**src/rtl/letter_decoder_pkg.sv**
```systemverilog
// letter_decoder_pkg: letter code constants, FSM state encoding and the code-to-strobe decode.
package letter_decoder_pkg;
    typedef logic [3:0] code_t;
    typedef enum logic {IDLE = 1'b0, SHOW = 1'b1} state_t;
    localparam code_t CODE_A = 4'b1010;
    localparam code_t CODE_B = 4'b1011;
    localparam code_t CODE_C = 4'b1100;
    localparam code_t CODE_D = 4'b1101;
    localparam code_t CODE_E = 4'b1110;
    localparam code_t CODE_F = 4'b1111;
    localparam int N_TALLY = 6;
    // One-hot result ordered {err, F, D, C, B, A}; every code below CODE_A is an error.
    function automatic logic [N_TALLY-1:0] decode(code_t c);
        return {c == CODE_E || c < CODE_A, c == CODE_F, c == CODE_D, c == CODE_C, c == CODE_B, c == CODE_A};
    endfunction
endpackage

```
**src/rtl/letter_decoder_if.sv**
```systemverilog
// letter_decoder_if: valid/ready letter-code handshake between the code producer and the decoder.
interface letter_decoder_if;
    import letter_decoder_pkg::*;
    code_t code;
    logic valid;
    logic ready;
    modport master(output code, output valid, input ready);
    modport slave(input code, input valid, output ready);
endinterface

```
**src/rtl/letter_decoder_sat_counter.sv**
```systemverilog
// sat_counter: W-bit up counter that sticks at all-ones, with synchronous clear.
module sat_counter #(
    parameter int W = 8
) (
    input  logic clk,
    input  logic reset,
    input  logic clr,
    input  logic inc,
    output logic [W-1:0] q
);
    always_ff @(posedge clk) begin
        if (reset || clr) q <= '0;
        else if (inc && q != {W{1'b1}}) q <= q + W'(1);
    end
endmodule

```
**src/rtl/letter_decoder.sv**
```systemverilog
// letter_decoder: decodes accepted letter codes into one-hot strobes held for HOLD_CYCLES,
// keeping a saturating tally per letter plus errors.
module letter_decoder
    import letter_decoder_pkg::*;
#(
    parameter int HOLD_CYCLES = 4,
    parameter int CNT_W = 8
) (
    input  logic clk,
    input  logic reset,
    letter_decoder_if.slave bus,
    input  logic clear_counts,
    output logic outA,
    output logic outB,
    output logic outC,
    output logic outD,
    output logic outF,
    output logic err,
    output logic out_valid,
    output logic [CNT_W-1:0] cntA,
    output logic [CNT_W-1:0] cntB,
    output logic [CNT_W-1:0] cntC,
    output logic [CNT_W-1:0] cntD,
    output logic [CNT_W-1:0] cntF,
    output logic [CNT_W-1:0] cntErr
);
    localparam int HW = HOLD_CYCLES > 1 ? $clog2(HOLD_CYCLES) : 1;
    state_t state, state_nxt;
    logic [HW-1:0] hold_cnt;
    logic [N_TALLY-1:0] shown, dec;
    logic accept, hold_done;
    logic [CNT_W-1:0] cnt [N_TALLY];

    always_comb begin
        dec = decode(bus.code);
        accept = bus.valid && state == IDLE;
        hold_done = hold_cnt == '0;
        state_nxt = state == IDLE ? (accept ? SHOW : IDLE) : (hold_done ? IDLE : SHOW);
    end

    always_ff @(posedge clk) begin
        if (reset) begin
            state <= IDLE;
            hold_cnt <= '0;
            shown <= '0;
        end else begin
            state <= state_nxt;
            if (accept) begin
                hold_cnt <= HW'(HOLD_CYCLES - 1);
                shown <= dec;
            end else if (state == SHOW) begin
                hold_cnt <= hold_cnt - HW'(1);
                shown <= hold_done ? '0 : shown;
            end
        end
    end

    assign bus.ready = state == IDLE;
    assign out_valid = state == SHOW;
    assign {err, outF, outD, outC, outB, outA} = shown;

    // A clear on the accept edge beats the increment inside each counter.
    for (genvar i = 0; i < N_TALLY; i++) begin : g_cnt
        sat_counter #(.W(CNT_W)) u_cnt (
            .clk(clk),
            .reset(reset),
            .clr(clear_counts),
            .inc(accept && dec[i]),
            .q(cnt[i])
        );
    end

    assign {cntErr, cntF, cntD, cntC, cntB, cntA} = {cnt[5], cnt[4], cnt[3], cnt[2], cnt[1], cnt[0]};
endmodule

```
**src/flat_wrapper.sv**
```systemverilog
// flat-port wrapper written by rule: the top's interface ports become plain ports
module letter_decoder_flat import letter_decoder_pkg::*;
#(
    parameter int HOLD_CYCLES = 4,
    parameter int CNT_W = 8
)
  (clk, reset, clear_counts, outA, outB, outC, outD, outF, err, out_valid, cntA, cntB, cntC, cntD, cntF, cntErr, bus_code, bus_valid, bus_ready);
  letter_decoder_if bus_i ();
  input  logic clk;
  input  logic reset;
  input  logic clear_counts;
  output logic outA;
  output logic outB;
  output logic outC;
  output logic outD;
  output logic outF;
  output logic err;
  output logic out_valid;
  output logic [CNT_W-1:0] cntA;
  output logic [CNT_W-1:0] cntB;
  output logic [CNT_W-1:0] cntC;
  output logic [CNT_W-1:0] cntD;
  output logic [CNT_W-1:0] cntF;
  output logic [CNT_W-1:0] cntErr;
  input wire logic [$bits(bus_i.code)-1:0] bus_code;
  input wire logic [$bits(bus_i.valid)-1:0] bus_valid;
  output wire logic [$bits(bus_i.ready)-1:0] bus_ready;
  assign bus_i.code = bus_code;
  assign bus_i.valid = bus_valid;
  assign bus_ready = bus_i.ready;
  letter_decoder #(.HOLD_CYCLES(HOLD_CYCLES), .CNT_W(CNT_W)) u_core (.clk(clk), .reset(reset), .bus(bus_i), .clear_counts(clear_counts), .outA(outA), .outB(outB), .outC(outC), .outD(outD), .outF(outF), .err(err), .out_valid(out_valid), .cntA(cntA), .cntB(cntB), .cntC(cntC), .cntD(cntD), .cntF(cntF), .cntErr(cntErr));
endmodule
```
**config.mk**
```make
export PLATFORM = sky130hd
export DESIGN_NAME = letter_decoder_flat
export DESIGN_NICKNAME = d
export VERILOG_FILES = /design/src/rtl/letter_decoder_pkg.sv /design/src/rtl/letter_decoder_if.sv /design/src/rtl/letter_decoder_sat_counter.sv /design/src/rtl/letter_decoder.sv /design/src/flat_wrapper.sv
export SDC_FILE = /design/constraint.sdc
export NUM_CORES = 1
export LEC_CHECK = 0
export ABC_AREA = 0
export CAP_MARGIN = 40
export CORE_MARGIN = 3
export CORE_UTILIZATION = 30
export CTS_CLUSTER_SIZE = 24
export DETAILED_ROUTE_END_ITERATION = 6
export SYNTH_ARGS = -nofsm -noshare
export SYNTH_HDL_FRONTEND = slang
export SYNTH_SLANG_ARGS = --single-unit
```
**constraint.sdc**
```tcl
create_clock -name clk -period 1.7 [get_ports clk]
set_input_delay 0.34 -clock clk [delete_from_list [all_inputs] [get_ports clk]]
set_output_delay 0.34 -clock clk [all_outputs]
set_load 0.1 [all_outputs]
```
; Word-level counts from Yosys, hierarchy flattened
; Index checks and enable logic that the tools add are counted.
[op_classes]
n_addsub = 7
mul = 0
div = 0
n_lt_le_gt_ge = 1
eq_ne = 12
shifts = 0
mux = 8
bitwise = 1
n_reduce_logical = 19
[op_table]
columns = operator, n
row1 = "adder 8 x 1 -> 8 bit, second input constant", 6
row2 = "inequality test 8 bit, second input constant", 6
row3 = "equality test 4 bit, second input constant", 6
row4 = two-way mux 6 bit, 3
row5 = logical AND 1 bit, 13
row6 = "< comparator 4 bit, second input constant", 1
row7 = two-way mux 2 bit, 2
row8 = nonzero test 2 bit, 2
row9 = two-way mux 1 bit, 3
row10 = zero test 2 bit, 1
row11 = logical OR 1 bit, 2
row12 = AND reduction 2 bit, 1
row13 = "subtractor 2 x 1 -> 2 bit, second input constant", 1
row14 = inverter 1 bit, 1
[totals]
reg_bits = 57
latch_bits = 0
mem_bits_rw = 0
rom_bits = 0
input_bits = 8
out_inout_bits = 56
elab_cells = 57
n_memories = 0

; Longest topological paths before layout
; Gate-level depths: netlist of the first run.
[logic_depth]
word_depth = 4
mapped_depth = 6
mapped_depth_nobuf = 5

; Hierarchy
; Synthesis of the first run repeated with hierarchy kept, for this count alone.
[unflattened]
hier_cells = 332
hier_area_um2 = 2969.1
[modules_own_cells]
columns = mod, n_inst, cells_each, area_each_um2, seq_area_each_um2
row1 = sat_counter, 6, 48, 421.7, 160.2
row2 = letter_decoder, 1, 44, 439.2, 180.2

; Worst setup path before layout of the first run
; OpenSTA, ideal clock, no wires.
[synth_timing]
path_type = register -> register
from = reg u_core.g_cnt[1].u_cnt.q[0]
to = reg u_core.g_cnt[1].u_cnt.q[4]
setup_time_ps = 116
arrival_time_ps = 2233
required_ps = 1584
path_slack_ps = -649
stages_incl_launch_ff = 6
period_less_slack_ps = 2349
cell_sequence = dfxtp_1 ha_1 nand4_1 a211oi_1 a21oi_1 a31o_2
[synth_between]
elab_chain_cells = 2
[synth_rtl]
columns = item, line
row1 = from (decl), letter_decoder_sat_counter.sv:9  ; output logic [W-1:0] q
row2 = from (signal assigned), letter_decoder_sat_counter.sv:13  ; else if (inc && q != {W{1'b1}}) q <= q + W'(1);
row3 = "parallel branches: the longest is 2 deep, another holds adder 8 x 1 -> 8 bit", n/a
; Several ways; the timed one is not identified.
; A chain may end at the register's enable or synchronous reset.

; Final worst setup path of the first run
[layout_timing]
from = reg u_core.state, in the netlist u_core.out_valid
to = reg u_core.g_cnt[3].u_cnt.q[6]
[layout_between]
elab_chain_cells = 4
[layout_rtl]
columns = item, line
row1 = from (decl), letter_decoder.sv:28  ; state_t state, state_nxt;
row2 = from (signal assigned), letter_decoder.sv:47  ; state <= state_nxt;
row3 = inverter 1 bit, letter_decoder.sv:36  ; accept = bus.valid && state == IDLE;
row4 = logical AND 1 bit, letter_decoder.sv:36
row5 = logical AND 1 bit, letter_decoder.sv:68  ; .inc(accept && dec[i]),
row6 = logical AND 1 bit, letter_decoder_sat_counter.sv:13
row7 = to (signal assigned), letter_decoder_sat_counter.sv:13
row8 = to (decl), letter_decoder_sat_counter.sv:9
; No other way between the ends.

==> flow_metrics.py, run 1 <==
metrics = {
    "clock_network": {
        "cts_sinks": 57,
        "hold_buffers": 0,
        "cts_tree": "built",
        "cts.htree.levels": 3,
        "clk_pin_slew_worst_paths_ns": 0.07,
        "clock_latency_ns": 0.34,
        "clock_path_buffers": 2,
        "cts_buffers": 9,
        "clock-root-buffer": "clkbuf_8",
    },
    "synthesis": {
        "synth_top_area_share_pct": 41.4,
        "synth_edf_count": 0,
        "yosysMostFrequentCell": "dfxtp_1",
        "synth_common_cells": "dfxtp_1, nor2_1, a21oi_1",
        "syn_inst": 325,
        "synth_ff_type": "dfxtp_1",
        "synthArstFlopShare_pct": 0,
        "syn-num-nets": 340,
        "synth_top_cell_by_area": "dfxtp_1",
        "avgSynthCellArea_um2": 8.49,
        "ys_ff_latch": 57,
        "synth_area_leaders": "dfxtp_1, a21oi_1, nor2_1",
        "synthesis.area_um2": 2760,
        "synth_cell_types": 47,
        "yosysWarningCount": 0,
        "synth_seq_area_share_pct": 41.4,
    },
    "detailed_routing": {
        "wire_per_inst_um": 14.2,
        "drtAntennaViolNets": 0,
        "drt-initial-drc-count": 106,
        "drt_wl_total_um": 7720,
        "via_per_inst": 5.28,
        "dr.pass1.iters": 4,
        "vias": 2861,
        "remaining_drc_errors": 0,
    },
    "worst_hold_path": {
        "min_path_type": "reg -> reg",
        "hp-start": "u_core.hold_cnt[0]",
        "hold-path-cell-count": 1,
        "min_to": "u_core.hold_cnt[0]",
    },
    "critical_path": {
        "endpoint_kind": "flip-flop",
        "reg2regPathDepth": 5,
        "r2r-start": "u_core.out_valid",
        "crit_path_start_kind": "flip-flop",
        "cp-startpoint": "u_core.out_valid",
        "path_max_fanout": 8,
        "required_ns": 1.96,
        "worstPathArrival_ns": 1.85,
        "r2r_slack_ns": 0.11,
        "r2r-end": "u_core.g_cnt[3].u_cnt.q[6]",
        "path_class": "reg -> reg",
    },
    "timing": {
        "final_max_slew_viol_count": 0,
        "finalClockSkew_ns": 0.0133,
        "rsz0062_at_grt": "no",
        "relSlewSlack_pct": 61.9,
        "worst_slew_pin_slew_ns": 0.571,
        "tns_ns": 0,
        "max_freq_mhz": 627,
        "setup_violations": 0,
        "fin_crit_ns": 1.59,
        "whs_ns": 0.484,
        "period_share_pct": 93.8,
        "hold_viol_final": 0,
    },
    "finish": {
        "final_cells": 542,
        "finish.utilization_pct": 54.3,
        "areaGrowthSynthToFinish_pct": 73.2,
        "diodes": 0,
        "fin_nets": 444,
        "drive_above_1_share_pct": 44.0,
    },
    "grt": {
        "grt_pass1_wl_um": 12700,
        "grtUsageTotal_pct": 15.4,
        "antenna_found_initial": 0,
        "grt_pass1_vias": 2697,
        "grt_max_degree": 18,
        "overflow": 0,
    },
    "placed_design": {
        "placed_cells": 526,
        "port_buffers": 63,
        "hpwl_um": 5760,
        "place_congestion": 0.828,
    },
    "floorplan": {
        "die-area_um2": 10400,
        "die_h_um": 102,
        "start_util_pct": 31.3,
        "core_um2": 8810,
        "rows": 34,
        "die_w_um": 102,
        "ios": 64,
    },
    "pwr": {
        "p_comb_share_pct": 11.9,
        "seqPwrFrac_pct": 47.5,
        "pwr-share-clk_pct": 40.6,
        "power.internal_mw": 2.03,
        "p_leak_nw": 1.82,
        "p_per_area_nw_per_um2": 588,
        "switching_power_uw": 780,
        "p_sw_share_pct": 27.8,
        "peakVddDrop_v": 0.000299,
    },
    "run_status": {
        "status": "completed",
    },
    "job": {
        "max_cap_viol_count": 0,
    },
}
## metrics by stage
step	setup slack, ns	power [mW]	instance area [um^2]
after global placement	-0.508	1.68	4510
after detailed placement	-0.576	1.69	4510
after global routing	0.0236	2.92	4780
after CTS	-0.0702	2.83	4740
after floorplan	0.00508	1.52	2890
final	0.105	2.81	4780
## routing by layer
layer / share of wire (%) / vias to the layer above / track usage [%]
met5: 0 / - / 0
met4: 0.45 / 0 / 5.95
met3: 5.1 / 4 / 3.21
met2: 49 / 60 / 25.2
met1: 46 / 1368 / 19.9
li1: - / 1429 / -
## power by group through the flow
stage / clock network [mW] / registers (mW) / logic [mW]
4_1_cts: 1.17 / 1.33 / 0.331
3_3_place_gp: 0 / 1.36 / 0.319
6_report: 1.14 / 1.33 / 0.334
5_1_grt: 1.23 / 1.33 / 0.352
3_5_place_dp: 0 / 1.36 / 0.325
2_1_floorplan: 0 / 1.41 / 0.113
## flip-flops by register name, indices dropped and copies added, names as in the netlist
signal and cells:
u_core.out_valid 1, u_core.hold_cnt 2, u_core.shown 6, u_core.g_cnt.u_cnt.q 48
## worst max path at each step
| stage | cells past startpoint | end | slack (ns) |
|---|---|---|---|
| 2_1_floorplan | 4 | u_core.g_cnt[4].u_cnt.q[0] | 0.005 |
| 3_3_place_gp | 6 | u_core.g_cnt[2].u_cnt.q[7] | -0.51 |
| 3_5_place_dp | 6 | u_core.g_cnt[2].u_cnt.q[7] | -0.58 |
| 4_1_cts | 5 | u_core.g_cnt[1].u_cnt.q[3] | -0.07 |
| 5_1_grt | 5 | u_core.g_cnt[3].u_cnt.q[6] | 0.02 |
| 6_report | 5 | u_core.g_cnt[3].u_cnt.q[6] | 0.11 |
## cells by family after synthesis
logic type               after synthesis  synth area share [%]
AND/OR/NAND/NOR                      139                  27.6
AO/OA/AOI/OAI                         87                  20.4
flip-flops                            57                  41.4
buffers and inverters                 23                  3.45
adder cells (fa/ha/maj)                7                  3.17
XOR/XNOR                               6                  1.90
multiplexers                           6                  2.18
## critical path, cell delays in order (launching register included)
cell,delay [ns]
dfxtp_4,0.37
buf_4,0.16
nand4b_1,0.19
buf_6,0.16
or4_1,0.50
a21oi_1,0.13
## timing repair
action                     in CTS  in global routing
setup endpoints to repair      20                 32
resized for setup              12                 12
pin swaps                       0                  2
setup buffers                   0                  0
## final cells by class
cell class | count | area, um^2
fill | 745 | 4030
multi-input combinational | 245 | 1620
timing repair buffer | 107 | 1560
sequential | 57 | 1250
clock buffer | 10 | 138
tap | 108 | 135
clock inverter | 6 | 43.8
inverter | 9 | 33.8
## placed cells by master (no fill, tap or decap), types with 11 or more instances in the layout
cell type / netlist / routed
nand2_1: 19 / 19
nor2_1: 35 / 33
dfxtp_2: 0 / 29
buf_4: 1 / 41
and3_1: 11 / 11
a21oi_1: 32 / 31
nand3_1: 17 / 16
buf_12: 0 / 58
o21ai_0: 15 / 13
dfxtp_4: 0 / 20
Note: power is estimated with default switching activity, not from simulation.
==> inputs of run 2 (changes only) <==
==> constraint.sdc (replaced) <==
create_clock -name clk -period 1.7 [get_ports clk]
set_input_delay 0.34 -clock clk [delete_from_list [all_inputs] [get_ports clk]]
set_output_delay 0.34 -clock clk [all_outputs]
set_load 0.005 [all_outputs]
==> flow_metrics.py, run 2 (same netlist as run 1, synthesis figures left out) <==
metrics = {
    "pwr": {
        "peakVddDrop_v": 0.000316,
        "power.internal_mw": 2.08,
        "p_leak_nw": 1.54,
        "switching_power_uw": 623,
        "p_comb_share_pct": 7.9,
        "p_per_area_nw_per_um2": 664,
        "pwr-share-clk_pct": 41.9,
        "seqPwrFrac_pct": 50.3,
        "p_sw_share_pct": 23.1,
    },
    "placed_design": {
        "hpwl_um": 5640,
        "place_ws_ns": -0.476,
        "dpl_cell_area_um2": 3860,
        "place_congestion": 0.836,
        "port_buffers": 63,
    },
    "job": {
        "max_cap_viol_count": 0,
    },
    "detailed_routing": {
        "drt_wl_total_um": 7560,
        "vias": 2835,
        "via_per_inst": 5.20,
        "highest-signal-layer": "met4",
        "drt-initial-drc-count": 72,
        "wl_met3_um": 340,
        "drtAntennaViolNets": 0,
        "remaining_drc_errors": 0,
        "wire_per_inst_um": 13.9,
        "wl_met1_um": 3600,
        "dr.pass1.iters": 4,
        "met2_length_um": 3520,
    },
    "clock_network": {
        "cts_tree": "built",
        "clk_pin_slew_worst_paths_ns": 0.06,
        "clock-root-buffer": "clkbuf_8",
        "hold_buffers": 0,
        "cts_buffers": 9,
        "clock_path_buffers": 2,
        "cts_sinks": 57,
        "cts.htree.levels": 3,
        "clock_latency_ns": 0.33,
    },
    "finish": {
        "drive_above_1_share_pct": 18.8,
        "final_cell_area_um2": 4070,
        "layout.area.seq_um2": 1150,
        "top_register": "u_core.g_cnt.u_cnt.q",
        "layout.cells.most_common_list": "clkdlybuf4s50_1, dfxtp_1, buf_4",
        "largest_reg_flops": 48,
        "finish.utilization_pct": 46.2,
        "areaGrowthSynthToFinish_pct": 47.5,
        "multi_input_area_um2": 1540,
        "fin_nets": 449,
        "layout_commonest_cell": "clkdlybuf4s50_1",
        "n_fill_cell": 872,
        "top_regs": "u_core.g_cnt.u_cnt.q: 48 flops, u_core.shown: 6 flops, u_core.hold_cnt: 2 flops",
    },
    "critical_path": {
        "reg2regPathDepth": 5,
        "endpoint_kind": "primary output",
        "crit_path_start_kind": "flip-flop",
        "worst-path-stages": 1,
        "required_ns": 1.36,
        "path_max_fanout": 6,
        "cpMaxStageDelayCell": "clkdlybuf4s50_1",
        "cpPeakStageDelay_ns": 0.54,
        "r2r-start": "u_core.out_valid",
        "r2r-end": "u_core.g_cnt[0].u_cnt.q[3]",
        "cp-startpoint": "u_core.g_cnt[5].u_cnt.q[3]",
        "path_cells": "clkdlybuf4s50_1",
        "path_class": "reg -> out",
        "worstPathArrival_ns": 1.30,
        "endpoint": "cntErr[3]",
        "crit_family": "buffers and inverters",
        "crit_buf_inv": 1,
        "r2r_slack_ns": 0.06,
    },
    "grt": {
        "grt_pass1_wl_um": 12100,
        "grtUsageTotal_pct": 14.7,
        "antenna_found_initial": 1,
        "grt_max_degree": 18,
        "grt_pass1_vias": 2504,
        "overflow": 0,
    },
    "floorplan": {
        "die_h_um": 102,
        "start_util_pct": 31.3,
        "die-area_um2": 10400,
        "core_um2": 8810,
        "ios": 64,
        "rows": 34,
        "die_w_um": 102,
    },
    "timing": {
        "relSlewSlack_pct": 55.7,
        "final_max_slew_viol_count": 0,
        "finalClockSkew_ns": 0.00985,
        "max_freq_mhz": 609,
        "setup_ws_ns": 0.0593,
        "hold_viol_final": 0,
        "tns_ns": 0,
        "rsz0062_at_grt": "no",
        "fin_crit_ns": 1.64,
        "worst_slew_pin_slew_ns": 0.656,
        "period_share_pct": 96.5,
        "setup_violations": 0,
    },
    "worst_hold_path": {
        "min_path_type": "reg -> reg",
    },
    "run_status": {
        "status": "completed",
    },
}
-- run 2: cell count changes in the layout (fill, tap and decap cells not counted), sizes merged --
cell | before | now
diode | 0 | 1
dlygate4sd2 | 2 | 4
clkinvlp | 1 | 0
clkdlybuf4s50 | 2 | 56
clkinv | 5 | 0
buf | 100 | 49
clkbuf | 10 | 13
-- run 2: per-layer routing --
layer,global-route usage [%],vias to the layer above
met5,0,-
met4,5.45,0
met3,3.89,7
li1,-,1432
met1,19.5,1346
met2,23.0,50
-- run 2: repair_timing --
| action | in CTS | in global routing |
|---|---|---|
| pin swaps | 0 | 2 |
| hold endpoints to repair | 0 | 0 |
| cloned | 0 | 0 |
| endpoints found under the setup margin | 14 | 21 |
| setup buffers | 0 | 0 |
| gates resized for setup | 6 | 16 |
-- run 2: cell type report --
cell class              instances  share of cell area (%)
repair buffers                112                    25.5
well taps                     108                    3.32
flip-flops and latches         57                    28.3
clock buffers                  13                    4.15
multi-input cells             245                    37.8
diodes                          1                  0.0615
inverters                       9                   0.830
-- run 2: worst min-delay path by stage --
stage                            start                 end  slack [ns]  depth (start not counted)
finish              u_core.hold_cnt[0]  u_core.hold_cnt[0]        0.48                          1
global route        u_core.hold_cnt[0]  u_core.hold_cnt[0]        0.50                          1
CTS                 u_core.hold_cnt[0]  u_core.hold_cnt[0]        0.48                          1
detailed placement  u_core.hold_cnt[0]  u_core.hold_cnt[0]        0.47                          1
global placement    u_core.hold_cnt[0]  u_core.hold_cnt[0]        0.46                          1
floorplan           u_core.hold_cnt[0]  u_core.hold_cnt[0]        0.44                          1
-- run 2: per-stage QoR --
step                      std cells  hold slack (ns)  total power [mW]
after floorplan                 325            0.443              1.48
after global routing            544            0.501              2.81
final                           545            0.475              2.70
after detailed placement        531            0.470              1.60
after CTS                       544            0.479              2.73
after global placement          531            0.463              1.60
-- run 2: power groups by stage --
stage | clock network [mW] | logic [mW] | registers, mW
floorplan | 0 | 0.0961 | 1.39
global placement | 0 | 0.213 | 1.39
detailed placement | 0 | 0.215 | 1.39
CTS | 1.16 | 0.214 | 1.36
global route | 1.22 | 0.234 | 1.36
finish | 1.13 | 0.212 | 1.36
